$ cat src/rtl/fetch_pkg.sv
// rtl/fetch_pkg.sv - shared types, sizes and length decode for the instruction fetch stage
package fetch_pkg;

  typedef enum logic [1:0] {REQ, WAIT, DRAIN} fetch_state_t;

  localparam int HW_W        = 16;
  localparam int BUF_ENTRIES = 3;
  localparam int BUF_W       = HW_W * BUF_ENTRIES;

  // Anything whose low two bits are not 2'b11 is a compressed (16-bit) instruction.
  function automatic logic is_rvc(input logic [1:0] lo);
    return lo != 2'b11;
  endfunction

endpackage

$ cat src/rtl/fetch_buffer.sv
// rtl/fetch_buffer.sv - three-entry halfword queue with 1/2-entry pop, 1/2-entry push and flush
module fetch_buffer
  import fetch_pkg::*;
(
  input  logic              i_clk,
  input  logic              i_rst,
  input  logic              i_flush,
  input  logic [1:0]        i_pop,
  input  logic [1:0]        i_push,
  input  logic [2*HW_W-1:0] i_push_data,
  output logic [1:0]        o_cnt,
  output logic [1:0]        o_nxt_cnt,
  output logic [HW_W-1:0]   o_nxt_hw0,
  output logic [HW_W-1:0]   o_nxt_hw1
);

  logic [BUF_W-1:0]  r_buf;
  logic [1:0]        r_cnt;
  logic [BUF_W-1:0]  w_shift;
  logic [BUF_W-1:0]  w_nxt;
  logic [2*HW_W-1:0] w_ins;
  logic [1:0]        w_sh_cnt;
  logic [1:0]        w_nxt_cnt;

  // Entries above cnt are kept zero, so a push can simply be OR-ed in at the tail.
  always_comb begin
    w_shift   = r_buf >> (HW_W * i_pop);
    w_sh_cnt  = r_cnt - i_pop;
    w_ins     = '0;
    if (i_push == 2'd2)
      w_ins = i_push_data;
    else if (i_push == 2'd1)
      w_ins = {{HW_W{1'b0}}, i_push_data[HW_W-1:0]};
    w_nxt     = w_shift | (BUF_W'(w_ins) << (HW_W * w_sh_cnt));
    w_nxt_cnt = w_sh_cnt + i_push;
    if (i_flush) begin
      w_nxt     = '0;
      w_nxt_cnt = 2'd0;
    end
  end

  always_ff @(posedge i_clk) begin
    if (i_rst) begin
      r_buf <= '0;
      r_cnt <= 2'd0;
    end else begin
      r_buf <= w_nxt;
      r_cnt <= w_nxt_cnt;
    end
  end

  assign o_cnt     = r_cnt;
  assign o_nxt_cnt = w_nxt_cnt;
  assign o_nxt_hw0 = w_nxt[HW_W-1:0];
  assign o_nxt_hw1 = w_nxt[2*HW_W-1:HW_W];

endmodule

$ cat src/rtl/instr_fetch.sv
// rtl/instr_fetch.sv - fetch PC, word reads and RV32IC repacking into one instruction per handshake
module instr_fetch
  import fetch_pkg::*;
#(
  parameter logic [31:0] RESET_PC = 32'h0000_0000
) (
  input  logic        clk,
  input  logic        rst,
  output logic        mem_rreq,
  output logic [31:0] mem_raddr,
  input  logic        mem_rgnt,
  input  logic        mem_rvalid,
  input  logic [31:0] mem_rdata,
  input  logic        redirect,
  input  logic [31:0] redirect_pc,
  output logic        instr_valid,
  input  logic        instr_ready,
  output logic [31:0] instr_data,
  output logic [31:0] instr_pc,
  output logic [2:0]  instr_size
);

  fetch_state_t r_state, w_state_nxt;
  logic [31:0]  r_head_pc, r_fetch_addr, w_head_pc_nxt;
  logic         r_skip;
  logic         r_valid;
  logic [31:0]  r_data, r_pc;
  logic [2:0]   r_size;

  logic         w_consume, w_append, w_nxt_long, w_nxt_valid, w_unused_pc0;
  logic [1:0]   w_cons_n, w_pop, w_push, w_cnt, w_nxt_cnt;
  logic [31:0]  w_push_data;
  logic [15:0]  w_nxt_hw0, w_nxt_hw1;

  assign w_unused_pc0 = redirect_pc[0];
  assign w_consume    = r_valid && instr_ready;
  assign w_cons_n     = w_consume ? ((r_size == 3'd4) ? 2'd2 : 2'd1) : 2'd0;
  assign w_pop        = redirect ? 2'd0 : w_cons_n;
  assign mem_rreq     = !rst && (r_state == REQ) && ((w_cnt - w_cons_n) <= 2'd1);
  assign mem_raddr    = rst ? 32'h0 : r_fetch_addr;
  assign w_push       = w_append ? (r_skip ? 2'd1 : 2'd2) : 2'd0;
  assign w_push_data  = r_skip ? {16'h0, mem_rdata[31:16]} : mem_rdata;

  fetch_buffer u_buf (
    .i_clk       (clk),
    .i_rst       (rst),
    .i_flush     (redirect),
    .i_pop       (w_pop),
    .i_push      (w_push),
    .i_push_data (w_push_data),
    .o_cnt       (w_cnt),
    .o_nxt_cnt   (w_nxt_cnt),
    .o_nxt_hw0   (w_nxt_hw0),
    .o_nxt_hw1   (w_nxt_hw1)
  );

  // A redirect never suppresses the state move: in-flight reads must still be drained.
  always_comb begin
    w_state_nxt = r_state;
    w_append    = 1'b0;
    case (r_state)
      REQ:     if (mem_rreq && mem_rgnt) w_state_nxt = redirect ? DRAIN : WAIT;
      WAIT: begin
        if (mem_rvalid) begin
          w_state_nxt = REQ;
          w_append    = !redirect;
        end else if (redirect) begin
          w_state_nxt = DRAIN;
        end
      end
      DRAIN:   if (mem_rvalid) w_state_nxt = REQ;
      default: w_state_nxt = REQ;
    endcase
  end

  always_comb begin
    w_head_pc_nxt = r_head_pc;
    if (redirect)
      w_head_pc_nxt = {redirect_pc[31:1], 1'b0};
    else if (w_consume)
      w_head_pc_nxt = r_head_pc + {29'h0, r_size};
    w_nxt_long  = !is_rvc(w_nxt_hw0[1:0]);
    w_nxt_valid = w_nxt_long ? (w_nxt_cnt >= 2'd2) : (w_nxt_cnt >= 2'd1);
  end

  always_ff @(posedge clk) begin
    if (rst) begin
      r_state      <= REQ;
      r_head_pc    <= {RESET_PC[31:1], 1'b0};
      r_fetch_addr <= {RESET_PC[31:2], 2'b00};
      r_skip       <= RESET_PC[1];
      r_valid      <= 1'b0;
      r_data       <= 32'h0;
      r_pc         <= 32'h0;
      r_size       <= 3'd0;
    end else begin
      r_state   <= w_state_nxt;
      r_head_pc <= w_head_pc_nxt;
      if (redirect) begin
        r_fetch_addr <= {redirect_pc[31:2], 2'b00};
        r_skip       <= redirect_pc[1];
      end else if (w_append) begin
        r_fetch_addr <= r_fetch_addr + 32'd4;
        r_skip       <= 1'b0;
      end
      r_valid <= w_nxt_valid;
      r_data  <= !w_nxt_valid ? 32'h0 : (w_nxt_long ? {w_nxt_hw1, w_nxt_hw0} : {16'h0, w_nxt_hw0});
      r_pc    <= w_nxt_valid ? w_head_pc_nxt : 32'h0;
      r_size  <= !w_nxt_valid ? 3'd0 : (w_nxt_long ? 3'd4 : 3'd2);
    end
  end

  assign instr_valid = r_valid;
  assign instr_data  = r_data;
  assign instr_pc    = r_pc;
  assign instr_size  = r_size;

endmodule

$ cat config.mk
export PLATFORM = sky130hd
export DESIGN_NAME = instr_fetch
export DESIGN_NICKNAME = d
export VERILOG_FILES = /design/src/rtl/fetch_pkg.sv /design/src/rtl/fetch_buffer.sv /design/src/rtl/instr_fetch.sv
export SDC_FILE = /design/constraint.sdc
export NUM_CORES = 1
export LEC_CHECK = 0
export CORE_MARGIN = 1.5
export CORE_UTILIZATION = 40
export DETAILED_ROUTE_END_ITERATION = 7
export PLACE_DENSITY = 0.63
export SLEW_MARGIN = 15
export SYNTH_ARGS = -nofsm -noshare
export SYNTH_HDL_FRONTEND = slang
export SYNTH_SLANG_ARGS = --single-unit
$ cat constraint.sdc
create_clock -name clk -period 3.7 [get_ports clk]
set_clock_uncertainty 0.2 [all_clocks]
set_input_delay 0.925 -clock clk [delete_from_list [all_inputs] [get_ports clk]]
set_output_delay 0.925 -clock clk [all_outputs]
set_load 0.05 [all_outputs]
# Word-level counts from Yosys, hierarchy flattened
# Cells that the tools add are included.
[op_classes] addsub=5 mux=27 bitwise=2 reduce_logical=12 order_cmp=3 n_eq_ne=9 shift=2
[ops] operator="$mux W32" n=8
[ops] operator="$or A48 B48 Y48" n=1
[ops] operator="$shl A32 B6 Y48" n=1
[ops] operator="$shr A48 B6 Y48" n=1
[ops] operator="$add A32 B3 Y32" n=1
[ops] operator="$add A32 B3 Y32 const B" n=1
[ops] operator="$mux W2" n=11
[ops] operator="$mux W16" n=1
[ops] operator="$pmux W2 S3" n=1
[ops] operator="$mux W1" n=5
[ops] operator="$eq A2 B1 Y1 const B" n=2
[ops] operator="$eq A2 B2 Y1 const B" n=2
[ops] operator="$logic_and A1 B1 Y1" n=4
[ops] operator="$ne A2 B2 Y1 const B" n=2
[ops] operator="$reduce_or A2 Y1" n=2
[ops] operator="$sub A2 B2 Y2" n=2
[ops] operator="$eq A3 B3 Y1 const B" n=1
[ops] operator="$mux W3" n=1
[ops] operator="$ne A3 B3 Y1 const B" n=1
[ops] operator="$reduce_and A3 Y1" n=1
[ops] operator="$reduce_or A3 Y1" n=1
[ops] operator="$add A2 B2 Y2" n=1
[ops] operator="$ge A2 B1 Y1 const B" n=1
[ops] operator="$ge A2 B2 Y1 const B" n=1
[ops] operator="6 further kinds" n=7
[totals] regBits=185 input_bits=70 output_inout_bits=101 word_cells=73

# Logic depth before layout (Yosys ltp)
# Gate-level depths: netlist of run 1.
[logic_depth] depth_word=14 depth_mapped=12 mapped_depth_nobuf=8

# Cells and area by module
# From an unflattened synthesis of run 1, not the netlist that was laid out.
[hier_totals] hier_cells=1026 hier_area_um2=8892.3
[modules_own_cells] module="instr_fetch" seq_area_each_um2=2642.5 instances=1 cells_each=666 area_per_inst_um2=5959.5
[modules_own_cells] module="fetch_buffer" seq_area_each_um2=1001.0 instances=1 cells_each=360 area_per_inst_um2=2932.8

# Worst setup path before layout of run 1
# Ideal clock, no wire load.
[synth_path] kind="reg2out" start="register r_size[2] (netlist: instr_size[2])" end="output mem_rreq" arrival_ps=3264 t_required_ps=2575 n_path_buf=2 path_stages_with_launch=10 path_slack_ps=-689 path_cell_list="dfxtp_1 -> nor2b_1 -> clkbuf_1 -> clkbuf_1 -> nor2_1 -> ha_1 -> xnor2_1 -> xnor2_1 -> nand2_1 -> nor3_1"
[synth_via] elab_chain_len=6
[synth_rtl] item="start, declared" line_no="instr_fetch.sv:28" rtl="logic [2:0] r_size;"
[synth_rtl] item="start signal, assigned" line_no="instr_fetch.sv:109" rtl="r_size <= !w_nxt_valid ? 3'd0 : (w_nxt_long ? 3'd4 : 3'd2);"
[synth_rtl] item="$eq A3 B3 Y1" line_no="instr_fetch.sv:37" rtl="assign w_cons_n = w_consume ? ((r_size == 3'd4) ? 2'd2 : 2'd1) : 2'd0;"
[synth_rtl] item="$mux W2 (2 in series)" line_no="instr_fetch.sv:37"
[synth_rtl] item="$sub A2 B2 Y2" line_no="instr_fetch.sv:39" rtl="assign mem_rreq = !rst && (r_state == REQ) && ((w_cnt - w_cons_n) <= 2'd1);"
[synth_rtl] item="$le A2 B1 Y1" line_no="instr_fetch.sv:39"
[synth_rtl] item="$logic_and A1 B1 Y1" line_no="instr_fetch.sv:39"
[synth_rtl] item="end, declared" line_no="instr_fetch.sv:9" rtl="output logic mem_rreq,"
# Every way passes these cells.

# Worst setup path in the final report of run 1
[layout_path] start="input instr_ready" end="output mem_rreq"
[layout_via] elab_chain_len=5
[layout_rtl] item="start, declared" line_no="instr_fetch.sv:17" rtl="input logic instr_ready,"
[layout_rtl] item="$logic_and A1 B1 Y1" line_no="instr_fetch.sv:36" rtl="assign w_consume = r_valid && instr_ready;"
[layout_rtl] item="$mux W2" line_no="instr_fetch.sv:37"
[layout_rtl] item="$sub A2 B2 Y2" line_no="instr_fetch.sv:39"
[layout_rtl] item="$le A2 B1 Y1" line_no="instr_fetch.sv:39"
[layout_rtl] item="$logic_and A1 B1 Y1" line_no="instr_fetch.sv:39"
# Every way passes these cells.

==> results of run 1 <==
[layout by cell type (no fill, tap or decap), types with 3 or more instances in the layout]
master             n
a32oi_1           15
clkinvlp_4         3
a21oi_1          100
a221oi_2          12
o31ai_1           13
nand3_1           27
xor2_1            26
clkdlybuf4s50_1  149
buf_4             50
mux2i_1           20
xnor2_1           22
nor2b_1           30
conb_1             3
nand4_1           25
nor2_1           111
a211oi_2          11
and3_1            10
nor3_1            13
a311oi_1           3
clkinv_4           3
clkbuf_16         17
a31oi_1           17
inv_1              9
a21boi_0           5
dfxtp_1          181
o31a_1             5
a22o_1             3
nor4_1             7
nand2_1           93
nand3b_1           3
nand2b_1          12
ha_1               5
buf_12             7
a211oi_1          30
o21ai_0            6
a221oi_1          14
and4_1             6
a21o_1             5
o211a_1           10
o21a_1             4
[through the flow]
step	util	setup WS [ns]	instances	hold slack, ns	cell area (um^2)
2_1_floorplan	-	0.1287	987	0.2231	8663
3_3_place_gp	0.5040	0.006319	1388	0.2398	10630
3_5_place_dp	0.5040	0.03487	1388	0.2478	10630
4_1_cts	0.5320	0.007647	1420	0.2637	11220
5_1_grt	0.5321	0.1939	1420	0.2736	11220
6_report	0.5321	0.2593	1420	0.2539	11220
[power by group through the flow]
stage / clock network (mW) / registers, mW / logic (mW)
after detailed placement: 0 / 2.11 / 0.436
after CTS: 1.87 / 2.07 / 0.439
after global routing: 1.95 / 2.08 / 0.471
after global placement: 0 / 2.11 / 0.435
after floorplan: 0 / 2.10 / 0.261
final: 1.84 / 2.07 / 0.439
[metal layers]
metal | vias to the layer above | GRT usage | wire length (um)
li1 | 3857 | - | -
met1 | 3744 | 0.3479 | 12840
met2 | 230 | 0.3408 | 11400
met3 | 20 | 0.03811 | 1363
met4 | 0 | 0.05882 | 274
met5 | - | 0 | 0
[worst max-delay path: cells and delay by family]
kind                       cells  cell delay [ns]
xor gates and xnor gates       2             0.39
buffers and inverters          2             0.31
and+or+nand+nor                4             0.51
adders and majority gates      1             0.18
[cell type report]
class / instances / share of cell area
Clock inverter: 13 / 0.01316
Sequential cell: 182 / 0.3248
Timing Repair Buffer: 208 / 0.1804
Inverter: 10 / 0.003345
Clock buffer: 19 / 0.03947
Tap cell: 275 / 0.03066
Multi-Input combinational cell: 713 / 0.4081
[cell families after synthesis]
kind of cell    count (synthesis)  synth area share
simple gates                  366            0.2118
buf+inv                        92           0.05269
other cells                     1         0.0004339
mux                            21           0.02475
xor+xnor                       49           0.05124
flops                         182            0.4215
compound gates                268            0.2280
fa+ha+maj                       6          0.009554
[registers in the layout (all words and copies together) (netlist names)]
| register | count |
|---|---|
| u_buf.r_buf | 48 |
| r_head_pc | 32 |
| instr_valid | 1 |
| instr_size | 2 |
| u_buf.o_cnt | 2 |
| instr_pc | 32 |
| r_state | 2 |
| instr_data | 32 |
| r_fetch_addr | 30 |
| r_skip | 1 |
[path summary, 6_finish.rpt]
kind | start | endpoint | depth (start not counted)
worst max-delay path | instr_ready | mem_rreq | 9
worst min-delay path | r_head_pc[0] | r_head_pc[0] | 1
worst max register to register | instr_size[2] | instr_data[10] | 10
worst min register to register | r_head_pc[0] | r_head_pc[0] | 1
[what timing repair did]
action                     CTS  global route
setup buffers                0             0
gates resized for setup      0             1
setup endpoints to repair    0             1
==> flow_summary.html, run 1 <==
<table>
<tr><th>Metric</th><th>Value</th></tr>
<tr><th colspan="2">Status</th></tr>
<tr><td>Status</td><td>finished, final reports clean</td></tr>
<tr><th colspan="2">Power and ir drop</th></tr>
<tr><td>Static Leak</td><td>3.924 nW</td></tr>
<tr><td>Cell internal pwr</td><td>3.220 mW</td></tr>
<tr><td>Clock Power Share</td><td>0.423</td></tr>
<tr><td>Portion of total power attributed to sequential cells</td><td>0.476</td></tr>
<tr><td>Power per cell area</td><td>387.4 nW/um^2</td></tr>
<tr><td>Switch share</td><td>0.2592</td></tr>
<tr><td>Power, Total</td><td>4.347 mW</td></tr>
<tr><td>Sw power</td><td>1.126 mW</td></tr>
<tr><td>Portion of total power attributed to combinational logic</td><td>0.101</td></tr>
<tr><td>Max VDD drop</td><td>0.2950 mV</td></tr>
<tr><th colspan="2">Synth</th></tr>
<tr><td>Cell taking the most area after synthesis</td><td>dfxtp_1</td></tr>
<tr><td>Leading cell types by count after synthesis</td><td>182 x dfxtp_1, 111 x nor2_1, 100 x a21oi_1, 94 x nand2_1, 45 x clkbuf_1</td></tr>
<tr><td>Largest cells by area after synthesis</td><td>dfxtp_1 42%, a21oi_1 5.8%, nor2_1 4.8%, nand2_1 4.1%, xor2_1 2.6%</td></tr>
<tr><td>Async set or reset register ratio after synthesis</td><td>0</td></tr>
<tr><td>Per-instance average area after synthesis</td><td>8.775 um^2</td></tr>
<tr><td>Area fraction of the dominant cell type after synthesis</td><td>0.4215</td></tr>
<tr><td>Most used standard cell by instance count after synthesis</td><td>dfxtp_1</td></tr>
<tr><td>Number of flops mapped to enable cells by yosys</td><td>0</td></tr>
<tr><td>FF+latch count, synth</td><td>182</td></tr>
<tr><td>Seq/Total Area, Yosys</td><td>0.4215</td></tr>
<tr><td>Count of unique library cells instantiated by Yosys</td><td>75</td></tr>
<tr><td>Dominant synthesized flop cell</td><td>dfxtp_1</td></tr>
<tr><td>Number of warnings printed during yosys synthesis</td><td>0</td></tr>
<tr><td>Gate Count Post-Synth</td><td>985</td></tr>
<tr><td>Total standard cell area after synthesis</td><td>8643 um^2</td></tr>
<tr><th colspan="2">Timing</th></tr>
<tr><td>Final setup viols</td><td>0</td></tr>
<tr><td>Worst slew pin tran</td><td>0.8973 ns</td></tr>
<tr><td>Unrepaired setup endpoints after global routing</td><td>false</td></tr>
<tr><td>Setup TNS Final</td><td>0 ns</td></tr>
<tr><td>Number of hold-slack violations in the final timing report</td><td>0</td></tr>
<tr><td>Crit share post-route</td><td>0.9299</td></tr>
<tr><td>Number of pins exceeding their max-slew limit in the final report</td><td>0</td></tr>
<tr><td>Relative slew slack</td><td>0.4018</td></tr>
<tr><td>Post-layout minimum cycle time</td><td>3.441 ns</td></tr>
<tr><td>Max Clock Freq</td><td>0.2906 GHz</td></tr>
<tr><th colspan="2">Clock network</th></tr>
<tr><td>Clock-pin slew on the worst setup and hold paths</td><td>0.06 ns</td></tr>
<tr><td>Clock buffers created by TritonCTS</td><td>17</td></tr>
<tr><td>CTS sink count</td><td>182</td></tr>
<tr><td>Maximum level of the CTS H-tree</td><td>4</td></tr>
<tr><td>Clock tree from TritonCTS</td><td>yes</td></tr>
<tr><td>Number of hold-repair buffers added at the cts stage</td><td>0</td></tr>
<tr><td>Root buffer cell</td><td>clkbuf_16</td></tr>
<tr><td>Worst-skew pair later-pin latency</td><td>0.44 ns</td></tr>
<tr><td>CTS Buffer Depth</td><td>2</td></tr>
<tr><th colspan="2">Route</th></tr>
<tr><td>Via count normalized by instance count</td><td>5.529</td></tr>
<tr><td>DRC viols</td><td>0</td></tr>
<tr><td>Routed wirelength normalized by instance count</td><td>18.22 um</td></tr>
<tr><td>Via Count</td><td>7851</td></tr>
<tr><td>Post-route ant nets</td><td>0</td></tr>
<tr><td>Pre-Repair DR Iteration Count</td><td>6</td></tr>
<tr><td>Initial detailed-routing violation count</td><td>587</td></tr>
<tr><td>Total wire length after detailed routing</td><td>25.88 mm</td></tr>
<tr><th colspan="2">Worst setup path</th></tr>
<tr><td>Worst reg-to-reg setup slack</td><td>0.76 ns</td></tr>
<tr><td>Critical path fanouts, max</td><td>2</td></tr>
<tr><td>Critical path class</td><td>in -&gt; out</td></tr>
<tr><td>Slowest cell on the critical path</td><td>xnor2_1</td></tr>
<tr><td>Critical path startpoint category</td><td>input pin</td></tr>
<tr><td>Chain of cells forming the critical path</td><td>dlymetal6s2s_1 -&gt; nand2_1 -&gt; nor2_1 -&gt; ha_1 -&gt; xnor2_1 -&gt; xnor2_1 -&gt; nand2_1 -&gt; nor3_4 -&gt; buf_12</td></tr>
<tr><td>Arr. time, crit path</td><td>2.32 ns</td></tr>
<tr><td>Endpoint type of the worst setup path</td><td>output port</td></tr>
<tr><td>Required time of the critical path</td><td>2.57 ns</td></tr>
<tr><td>Largest incremental delay on the critical path</td><td>0.26 ns</td></tr>
<tr><th colspan="2">Placement</th></tr>
<tr><td>Final weighted congestion in routability-driven placement</td><td>0.8205</td></tr>
<tr><td>Detailed placer's ending HPWL</td><td>17.98 mm</td></tr>
<tr><td>Port Buffer Count</td><td>166</td></tr>
<tr><th colspan="2">Finish</th></tr>
<tr><td>Footprint of the flip-flops and latches</td><td>3645 um^2</td></tr>
<tr><td>Layout overhead on the synthesized area</td><td>29.82%</td></tr>
<tr><td>Filler cell count in the final layout</td><td>1996</td></tr>
<tr><td>Share of layout cells above drive strength 1</td><td>0.1205</td></tr>
<tr><td>Area used by multi-input combinational logic</td><td>4579 um^2</td></tr>
<tr><td>Diode count</td><td>0</td></tr>
<tr><td>Number of nets at the end of the flow</td><td>1208</td></tr>
<tr><th colspan="2">Floorplanning</th></tr>
<tr><td>Die Span Y</td><td>150.0 um</td></tr>
<tr><td>Number of top-level pins</td><td>171</td></tr>
<tr><td>Horiz. Die Dim</td><td>150.0 um</td></tr>
<tr><td>Area of the placeable core</td><td>21090 um^2</td></tr>
<tr><td>Total die area</td><td>22500 um^2</td></tr>
<tr><td>Core Rows</td><td>53</td></tr>
<tr><td>Initial core utilization</td><td>0.4099</td></tr>
<tr><th colspan="2">Global route</th></tr>
<tr><td>Antenna violations before repair</td><td>0</td></tr>
<tr><td>Vias in the first global route</td><td>7321</td></tr>
<tr><td>Total track usage</td><td>0.2318</td></tr>
<tr><td>Residual overflow from global routing</td><td>0</td></tr>
<tr><td>Largest net degree at the start of global routing</td><td>83</td></tr>
<tr><td>Global-route wire length before repair</td><td>40.54 mm</td></tr>
<tr><th colspan="2">Worst hold path</th></tr>
<tr><td>Worst hold-check path type</td><td>reg -&gt; reg</td></tr>
<tr><th colspan="2">Job</th></tr>
<tr><td>Max-Cap Viols</td><td>0</td></tr>
</table>
Power figures use the tool's default switching activity.
==> run 2: changes to the inputs <==
--- a/config.mk
+++ b/config.mk
@@ -5,6 +5,7 @@
 export SDC_FILE = /design/constraint.sdc
 export NUM_CORES = 1
 export LEC_CHECK = 0
+export CAP_MARGIN = 20
 export CORE_MARGIN = 1.5
 export CORE_UTILIZATION = 40
 export DETAILED_ROUTE_END_ITERATION = 7
==> results of run 2 <==
No change in the layout: final DEF, timing and power equal those of run 1.
==> run 3: changes to the inputs <==
--- a/config.mk
+++ b/config.mk
@@ -10,6 +10,7 @@
 export CORE_UTILIZATION = 40
 export DETAILED_ROUTE_END_ITERATION = 7
 export PLACE_DENSITY = 0.63
+export RECOVER_POWER = 50
 export SLEW_MARGIN = 15
 export SYNTH_ARGS = -nofsm -noshare
 export SYNTH_HDL_FRONTEND = slang
==> run 3 against run 2 <==
  * Hold slack about the same
  * Sequential share of layout area increased by 0.20 points
  * Setup slack improved by 0.0022 ns
  * Sequential cell count unchanged
  * Non-clock buffer count unchanged
  * Register-to-register slack about the same
  * Utilization decreased by 0.33 points
  * Critical path type unchanged
  * Largest cell class unchanged
  * Highest routed layer unchanged
==> flow_summary.html, run 3 (same netlist as run 1, synthesis figures left out) <==
<table>
<tr><th>Metric</th><th>Value</th></tr>
<tr><th colspan="2">Timing</th></tr>
<tr><td>Setup TNS Final</td><td>0 ns</td></tr>
<tr><td>Final setup viols</td><td>0</td></tr>
<tr><td>Post-route worst hold slack</td><td>0.2540 ns</td></tr>
<tr><td>Max Clock Freq</td><td>0.2908 GHz</td></tr>
<tr><td>Relative slew slack</td><td>0.3971</td></tr>
<tr><td>Number of hold-slack violations in the final timing report</td><td>0</td></tr>
<tr><td>Worst slew pin tran</td><td>0.9044 ns</td></tr>
<tr><td>Post-layout minimum cycle time</td><td>3.438 ns</td></tr>
<tr><td>Unrepaired setup endpoints after global routing</td><td>false</td></tr>
<tr><td>Number of pins exceeding their max-slew limit in the final report</td><td>0</td></tr>
<tr><td>Crit share post-route</td><td>0.9293</td></tr>
<tr><th colspan="2">Power and ir drop</th></tr>
<tr><td>Sw power</td><td>1.124 mW</td></tr>
<tr><td>Portion of total power attributed to sequential cells</td><td>0.477</td></tr>
<tr><td>Switch share</td><td>0.2589</td></tr>
<tr><td>Cell internal pwr</td><td>3.216 mW</td></tr>
<tr><td>Power per cell area</td><td>389.2 nW/um^2</td></tr>
<tr><td>Clock Power Share</td><td>0.423</td></tr>
<tr><td>Portion of total power attributed to combinational logic</td><td>0.100</td></tr>
<tr><td>Static Leak</td><td>4.087 nW</td></tr>
<tr><td>Max VDD drop</td><td>0.2944 mV</td></tr>
<tr><th colspan="2">Floorplanning</th></tr>
<tr><td>Die Span Y</td><td>150.0 um</td></tr>
<tr><td>Initial core utilization</td><td>0.4099</td></tr>
<tr><td>Number of top-level pins</td><td>171</td></tr>
<tr><td>Area of the placeable core</td><td>21090 um^2</td></tr>
<tr><td>Core Rows</td><td>53</td></tr>
<tr><td>Total die area</td><td>22500 um^2</td></tr>
<tr><td>Horiz. Die Dim</td><td>150.0 um</td></tr>
<tr><th colspan="2">Global route</th></tr>
<tr><td>Vias in the first global route</td><td>7321</td></tr>
<tr><td>Antenna violations before repair</td><td>0</td></tr>
<tr><td>Total track usage</td><td>0.2318</td></tr>
<tr><td>Global-route wire length before repair</td><td>40.54 mm</td></tr>
<tr><td>Residual overflow from global routing</td><td>0</td></tr>
<tr><td>Largest net degree at the start of global routing</td><td>83</td></tr>
<tr><th colspan="2">Route</th></tr>
<tr><td>Pre-Repair DR Iteration Count</td><td>5</td></tr>
<tr><td>Routed wirelength normalized by instance count</td><td>18.26 um</td></tr>
<tr><td>Via count normalized by instance count</td><td>5.563</td></tr>
<tr><td>Post-route ant nets</td><td>0</td></tr>
<tr><td>Total wire length after detailed routing</td><td>25.93 mm</td></tr>
<tr><td>Via Count</td><td>7899</td></tr>
<tr><td>DRC viols</td><td>0</td></tr>
<tr><td>Initial detailed-routing violation count</td><td>547</td></tr>
<tr><th colspan="2">Worst setup path</th></tr>
<tr><td>Arr. time, crit path</td><td>2.31 ns</td></tr>
<tr><td>Critical path class</td><td>in -&gt; out</td></tr>
<tr><td>Endpoint type of the worst setup path</td><td>output port</td></tr>
<tr><td>Critical path startpoint category</td><td>input pin</td></tr>
<tr><td>Largest incremental delay on the critical path</td><td>0.26 ns</td></tr>
<tr><td>Slowest cell on the critical path</td><td>xnor2_1</td></tr>
<tr><td>Reg2reg path depth</td><td>7</td></tr>
<tr><td>Critical path fanouts, max</td><td>2</td></tr>
<tr><td>Chain of cells forming the critical path</td><td>dlymetal6s2s_1 -&gt; nand2_1 -&gt; nor2_1 -&gt; ha_1 -&gt; xnor2_1 -&gt; xnor2_1 -&gt; nand2_1 -&gt; nor3_4 -&gt; buf_12</td></tr>
<tr><td>Required time of the critical path</td><td>2.57 ns</td></tr>
<tr><th colspan="2">Placement</th></tr>
<tr><td>Number of placed cells counting well taps</td><td>1388</td></tr>
<tr><td>Port Buffer Count</td><td>166</td></tr>
<tr><td>Detailed placer's ending HPWL</td><td>17.98 mm</td></tr>
<tr><td>Final weighted congestion in routability-driven placement</td><td>0.8205</td></tr>
<tr><th colspan="2">Clock network</th></tr>
<tr><td>Clock buffers created by TritonCTS</td><td>17</td></tr>
<tr><td>CTS sink count</td><td>182</td></tr>
<tr><td>Root buffer cell</td><td>clkbuf_16</td></tr>
<tr><td>CTS Buffer Depth</td><td>2</td></tr>
<tr><td>Clock tree from TritonCTS</td><td>yes</td></tr>
<tr><td>Count of buffers added by post-CTS timing repair for setup</td><td>0</td></tr>
<tr><td>Resize count post-CTS</td><td>0</td></tr>
<tr><td>Maximum level of the CTS H-tree</td><td>4</td></tr>
<tr><td>Worst-skew pair later-pin latency</td><td>0.43 ns</td></tr>
<tr><td>Clock-pin slew on the worst setup and hold paths</td><td>0.06 ns</td></tr>
<tr><td>Number of hold-repair buffers added at the cts stage</td><td>0</td></tr>
<tr><th colspan="2">Worst hold path</th></tr>
<tr><td>Worst hold-check path type</td><td>reg -&gt; reg</td></tr>
<tr><td>Hold depth</td><td>1</td></tr>
<tr><th colspan="2">Finish</th></tr>
<tr><td>Filler cell count in the final layout</td><td>2013</td></tr>
<tr><td>Finished Layout Cells</td><td>1420</td></tr>
<tr><td>Layout overhead on the synthesized area</td><td>29.02%</td></tr>
<tr><td>Utilization after layout</td><td>0.5288</td></tr>
<tr><td>Share of layout cells above drive strength 1</td><td>0.1083</td></tr>
<tr><td>Diode count</td><td>0</td></tr>
<tr><td>Number of nets at the end of the flow</td><td>1208</td></tr>
<tr><td>Leading cell types in the layout, fill and taps excluded</td><td>181 x dfxtp_1, 111 x nor2_1, 100 x a21oi_1</td></tr>
<tr><td>Most frequent standard cell in the layout excluding fill and tap cells</td><td>dfxtp_1</td></tr>
<tr><td>Largest register by flop count</td><td>u_buf.r_buf</td></tr>
<tr><td>Max FFs per register</td><td>48</td></tr>
<tr><th colspan="2">Status</th></tr>
<tr><td>Status</td><td>finished, final reports clean</td></tr>
<tr><th colspan="2">Job</th></tr>
<tr><td>Max-Cap Viols</td><td>0</td></tr>
</table>
==> run 3: cell types whose count changed in the layout (fill, tap and decap cells not counted), sizes merged <==
cell,delta
buf,-8
clkbuf,+8
clkdlybuf4s50,-66
clkinv,+1
dlygate4sd3,+66
inv,-1
==> run 3: critical path, delay by kind of cell <==
| family | cells | cell delay (ns) |
|---|---|---|
| and+or+nand+nor | 4 | 0.51 |
| xor gates and xnor gates | 2 | 0.39 |
| adders and majority gates | 1 | 0.18 |
| buffers and inverters | 2 | 0.31 |
==> run 3: power groups by stage <==
stage	combinational (mW)	sequential [mW]	clock [mW]
after floorplan	0.261	2.10	0
after global placement	0.435	2.11	0
after detailed placement	0.436	2.11	0
after CTS	0.439	2.07	1.87
after global routing	0.466	2.08	1.95
final	0.435	2.07	1.84
==> run 3: through the flow <==
stage / instance area (um^2) / power (mW) / worst slack, ns
floorplan: 8663 / 2.362 / 0.1287
global placement: 10630 / 2.546 / 0.006319
detailed placement: 10630 / 2.546 / 0.03487
CTS: 11220 / 4.375 / 0.007647
global route: 11150 / 4.487 / 0.1939
finish: 11150 / 4.340 / 0.2615
==> run 3: layer usage <==
layer  vias up  GRT usage  wire length (um)
met1      3767     0.3479             12630
met5         -          0                 0
met4         0    0.05882               240
met3        17    0.03811              1561
li1       3863          -                 -
met2       252     0.3408             11500
==> run 3: worst paths after layout <==
check,start,to,slack (ns)
max,instr_ready,mem_rreq,0.26
min,r_head_pc[0],r_head_pc[0],0.25
max reg2reg,instr_size[1],instr_pc[19],0.75
min reg2reg,r_head_pc[0],r_head_pc[0],0.25
==> run 3: area by class of cell <==
cell class / count / area [um^2] / area share
inverters: 10 / 37.54 / 0.003366
clock inverters: 13 / 147.6 / 0.01324
flip-flops and latches: 182 / 3645 / 0.3268
repair buffers: 208 / 1994 / 0.1788
clock buffers: 19 / 442.9 / 0.03972
multi-input cells: 713 / 4541 / 0.4072
well taps: 275 / 344.1 / 0.03085
